### src/rtl/key_debounce.sv
// rtl/key_debounce.sv - pushbutton synchroniser, debouncer, press/release strobes and reset stretcher
module key_debounce #(
    parameter int NUM_KEYS          = 4,
    parameter int DEBOUNCE_CYCLES   = 1000000,
    parameter int CNT_WIDTH         = 20,
    parameter int ACTIVE_LOW_IN     = 1,
    parameter int RESET_HOLD_CYCLES = 256,
    parameter int RESET_ON_KEY0     = 1
) (
    input  logic                clk,
    input  logic                reset_n,
    input  logic [NUM_KEYS-1:0] keys_in,
    output logic [NUM_KEYS-1:0] keys_out,
    output logic [NUM_KEYS-1:0] pressed,
    output logic [NUM_KEYS-1:0] released,
    output logic                reset_out_n
);
    localparam int HOLD_WIDTH = $clog2(RESET_HOLD_CYCLES + 1);
    localparam logic [NUM_KEYS-1:0] IDLE_LEVEL =
        (ACTIVE_LOW_IN != 0) ? {NUM_KEYS{1'b1}} : {NUM_KEYS{1'b0}};
    localparam logic PRESS_LEVEL = (ACTIVE_LOW_IN == 0);
    localparam logic [CNT_WIDTH-1:0]  CNT_LAST  = CNT_WIDTH'(DEBOUNCE_CYCLES - 1);
    localparam logic [HOLD_WIDTH-1:0] HOLD_DONE = HOLD_WIDTH'(RESET_HOLD_CYCLES);
    localparam logic [HOLD_WIDTH-1:0] HOLD_LAST = HOLD_WIDTH'(RESET_HOLD_CYCLES - 1);

    // Reset generator states: HOLD keeps the system in reset, RUN releases it.
    localparam logic [0:0] ST_HOLD = 1'b0;
    localparam logic [0:0] ST_RUN  = 1'b1;

    logic [NUM_KEYS-1:0]                sync1;
    logic [NUM_KEYS-1:0]                sync2;
    logic [NUM_KEYS-1:0][CNT_WIDTH-1:0] cnt;
    logic [NUM_KEYS-1:0]                accept;
    logic [NUM_KEYS-1:0]                keys_next;
    logic [NUM_KEYS-1:0]                press_mask;
    logic [HOLD_WIDTH-1:0]              hold_cnt;
    logic [0:0]                         rst_state;
    logic                               key0_cause;

    // Two-flop synchroniser; sync2 is the only view of the raw keys used below.
    always_ff @(posedge clk or negedge reset_n) begin
        if (!reset_n) begin
            sync1 <= IDLE_LEVEL;
            sync2 <= IDLE_LEVEL;
        end else begin
            sync1 <= keys_in;
            sync2 <= sync1;
        end
    end

    // A key flips once it has disagreed with keys_out for DEBOUNCE_CYCLES evaluations in a row.
    always_comb begin
        accept     = '0;
        keys_next  = keys_out;
        press_mask = '0;
        for (int i = 0; i < NUM_KEYS; i++) begin
            accept[i]     = (sync2[i] != keys_out[i]) && (cnt[i] == CNT_LAST);
            keys_next[i]  = accept[i] ? sync2[i] : keys_out[i];
            press_mask[i] = (keys_next[i] == PRESS_LEVEL);
        end
    end

    // Per-key stability counters: any agreement with keys_out discards all accumulated credit.
    always_ff @(posedge clk or negedge reset_n) begin
        if (!reset_n) begin
            cnt <= '0;
        end else begin
            for (int i = 0; i < NUM_KEYS; i++) begin
                if ((sync2[i] == keys_out[i]) || accept[i]) begin
                    cnt[i] <= '0;
                end else begin
                    cnt[i] <= cnt[i] + CNT_WIDTH'(1);
                end
            end
        end
    end

    // Debounced levels and one-cycle strobes registered on the accepting edge.
    always_ff @(posedge clk or negedge reset_n) begin
        if (!reset_n) begin
            keys_out <= IDLE_LEVEL;
            pressed  <= '0;
            released <= '0;
        end else begin
            keys_out <= keys_next;
            pressed  <= accept & press_mask;
            released <= accept & ~press_mask;
        end
    end

    // Key 0 counts as a cause on the edge it is accepted as pressed and through the edge its
    // release is accepted, so the full hold starts only after keys_out[0] is back to idle.
    assign key0_cause = (RESET_ON_KEY0 != 0) &&
                        ((keys_out[0] == PRESS_LEVEL) || (keys_next[0] == PRESS_LEVEL));

    // Reset stretcher: count quiet cycles after the last cause, release after RESET_HOLD_CYCLES.
    always_ff @(posedge clk or negedge reset_n) begin
        if (!reset_n) begin
            hold_cnt  <= '0;
            rst_state <= ST_HOLD;
        end else if (key0_cause) begin
            hold_cnt  <= '0;
            rst_state <= ST_HOLD;
        end else if (hold_cnt != HOLD_DONE) begin
            hold_cnt <= hold_cnt + HOLD_WIDTH'(1);
            if (hold_cnt == HOLD_LAST) begin
                rst_state <= ST_RUN;
            end
        end
    end

    assign reset_out_n = (rst_state == ST_RUN);

endmodule
### config.mk
export PLATFORM = sky130hd
export DESIGN_NAME = key_debounce
export DESIGN_NICKNAME = d
export VERILOG_FILES = /design/src/rtl/key_debounce.sv
export SDC_FILE = /design/constraint.sdc
export NUM_CORES = 1
export LEC_CHECK = 0
export CAP_MARGIN = 20
export CORE_MARGIN = 2
export CORE_UTILIZATION = 40
export DETAILED_ROUTE_END_ITERATION = 10
export PLACE_DENSITY_LB_ADDON = 0.15
export SLEW_MARGIN = 0
export SYNTH_ARGS = -nofsm -noshare
export SYNTH_HDL_FRONTEND = slang
export SYNTH_SLANG_ARGS = --single-unit
### constraint.sdc
create_clock -name clk -period 4.4 [get_ports clk]
set_input_delay 0.66 -clock clk [delete_from_list [all_inputs] [get_ports clk]]
set_output_delay 0.66 -clock clk [all_outputs]
set_load 0.02 [all_outputs]
==> metrics <==
power per cell area 329.1 nW/um^2; slew margin rel. around 47%; Peak VDD IR 0.1606 mV; Tmin final roughly 2.2 ns; core area 12620 um^2; initial antenna violation count 0; reg2reg path depth 5; Final HPWL DP around 6500 um; detailed-route DRC error count 0; CTS Hold Bufs 0; global-route wire length before repair 16990 um; Adder-Cell Fraction of Synth Area ~1.7%; Crit path max-delay family buffers and inverters; # setup viols final 0; min setup slack post-route 2.172 ns; synthesized area per cell between 10 and 15 um^2; CP peak stage delay 0.62 ns; cts bufs inserted 9; critical path class reg -> out; Hold Startpoint sync1[2]; Async SR Flop Fraction 100.0%; Setup Total Neg Slack 0 ns; largest net degree at the start of global routing 63; Crit path depth 1; Post-synth EDFFs 0; Max Fclk 448.8 MHz; most frequent cell after synthesis dfrtp_1; #FFs+latches synth 110; Clock Skew roughly 0.0064 ns; Syn Inst Count 503; final non-filler cell total 704; MaxCap Viol Count 0; top_reg_cell synth dfrtp_1; mux contribution to synthesized area approximately 1.1%; dpl ws ~2.2 ns; worst-skew pair later-pin latency about 0.35 ns; share of cells above drive strength 1 9.023%; Worst Path Buf+Inv 1; diode count 0; final hold violation count 0; clk buf depth 2; synth warn 0; Net Sw Power between 400 and 500 uW; compound-gate portion of the synthesized area between 6 and 7%; Pleak roughly 0.0023 uW; Die X 117.7 um; Post-Syn Nets between 500 and 600; DR iter-0 viols between 100 and 150; status complete, no violations; RePlAce Congestion 0.7741; Die H 117.7 um; power share of the clock group a little over two fifths; GRT Resource Usage Total 14.95%; reg2reg start cnt[60]; postcts setup bufs 0; Initial Util about two fifths; Synth top cells by count dfrtp_1 (98), nor2_1 (66), xnor2_1 (34); data arrival time of the worst path 1.57 ns; Reg2Reg Setup Slack 2.23 ns; unrepaired setup endpoints after global routing false; row cnt 41; Clock Tree Root clkbuf_16; Min-Delay Endpoint sync2[2]; I/O pins 19; Max FO, Critical Path 6; routed wire length 9475 um; Worst EP required 3.74 ns; crit share post-route 50.64%; Post-DRT Antenna Nets 0; hold path depth 0; Via density 5.254; vias in the first global route 3595; top cells by area, synth dfrtp_1 (47%), dfstp_2 (6.1%), xnor2_1 (5.8%); Post-Syn Area 5170 um^2; Synth cell types 38; fin. max-slew vios 0; dpl cells 688; share of power burned in registers approximately 54%; Worst-Margin Slew 0.7897 ns; worst hold path type reg -> reg; Yosys top cell area share 47.43%; Final nets 540; Pint 1516 uW; CP max stage cell clkdlybuf4s50_1; sw frac 21.36%; xor/xnor share of the synthesized area between 9 and 10%; Clock Pin Slew Worst Setup and Hold Paths 0.07 ns; dominant cell type by area after synthesis dfrtp_1; Area Overhead vs Synth 13.33%; Seq/Total Area, Yosys 53.53%; Post-Synth Simple-Gate Area 25.17%; CTS-repair resized insts 0; CP startpoint kind register; Vias 3699; H-tree depth 3; Worst R2R End cnt[68]; CP Cell Sequence clkdlybuf4s50_1; Worst Setup End Kind primary output; die area roughly 14000 um^2; CTS tree built; logic gate share of total power 2.9%; total gr overflow 0; # clock sinks between 100 and 150; largest family of logic cells by synthesized area simple AND/OR/NAND/NOR gates; drt wl/cell 13.46 um; drt pass-1 iters 4; Port Buffer Count 18
==> routing by layer <==
metal	part of all wire (%)	vias to the layer above	track usage (%)
li1	-	1835	-
met1	51	1810	20.55
met2	45	46	22.64
met3	3.2	8	3.682
met4	1.6	0	6.175
met5	0	-	0
==> power by group through the flow <==
stage	combinational, uW	sequential, uW	clock, uW
5_1_grt	66.1	1040	899
2_1_floorplan	25.5	1060	0
3_3_place_gp	58.8	1060	0
4_1_cts	59.3	1040	860
6_report	56.5	1040	830
3_5_place_dp	59.0	1060	0
==> cells in the final DEF, fill, tap and decap left out, drive strengths merged, types with 2 or more instances in the layout <==
cell type and instances:
a21oi 27, and2 2, and3 10, and4 4, buf 5, clkbuf 13, clkdlybuf4s50 17, dfrtp 98
dfstp 12, ha 7, inv 16, mux2 4, nand2 33, nand3 28, nand4 22, nand4b 2
nor2 66, nor3 12, nor3b 8, nor4 11, nor4b 3, o21ai 18, o31ai 11, or2 3
or3 20, or4 14, xnor2 34, xor2 24
==> cells by family after synthesis <==
group	count (synthesis)
fa+ha+maj	7
simple gates	241
flops	110
xor+xnor	58
mux	5
buf+inv	25
compound gates	57
==> through the flow <==
stage	hold WS [ns]	power, uW	area, um^2	utilization [%]
4_1_cts	0.3581	1961	5859	46.43
5_1_grt	0.3620	2009	5859	46.43
6_report	0.3564	1928	5859	46.43
2_1_floorplan	0.3452	1083	5170	-
3_5_place_dp	0.3479	1120	5557	44.03
3_3_place_gp	0.3484	1119	5557	44.03
==> how the worst max path moves through the flow <==
| stage | from | endpoint | slack, ns |
|---|---|---|---|
| after floorplan | cnt[60] | cnt[78] | 2.46 |
| after global placement | cnt[60] | cnt[63] | 2.32 |
| after detailed placement | cnt[60] | cnt[66] | 2.23 |
| after CTS | keys_out[0] | keys_out[0] | 2.15 |
| after global routing | cnt[60] | cnt[66] | 2.07 |
| final | keys_out[0] | keys_out[0] | 2.17 |
==> area by class of cell <==
type | instances | area (um^2)
Tap cell | 172 | 215.2
Inverter | 16 | 60.06
Sequential cell | 110 | 2768
Fill cell | 1177 | 6760
Clock buffer | 13 | 260.3
Multi-Input combinational cell | 368 | 2306
Timing Repair Buffer | 22 | 207.7
Clock inverter | 3 | 42.54
==> flip-flops by register name (all words and copies together), names as in the netlist <==
| register | count |
|---|---|
| cnt | 80 |
| hold_cnt | 9 |
| keys_out | 4 |
| pressed | 4 |
| sync2 | 4 |
| reset_out_n | 1 |
| released | 4 |
| sync1 | 4 |
Note: power is estimated with default switching activity, not from simulation.
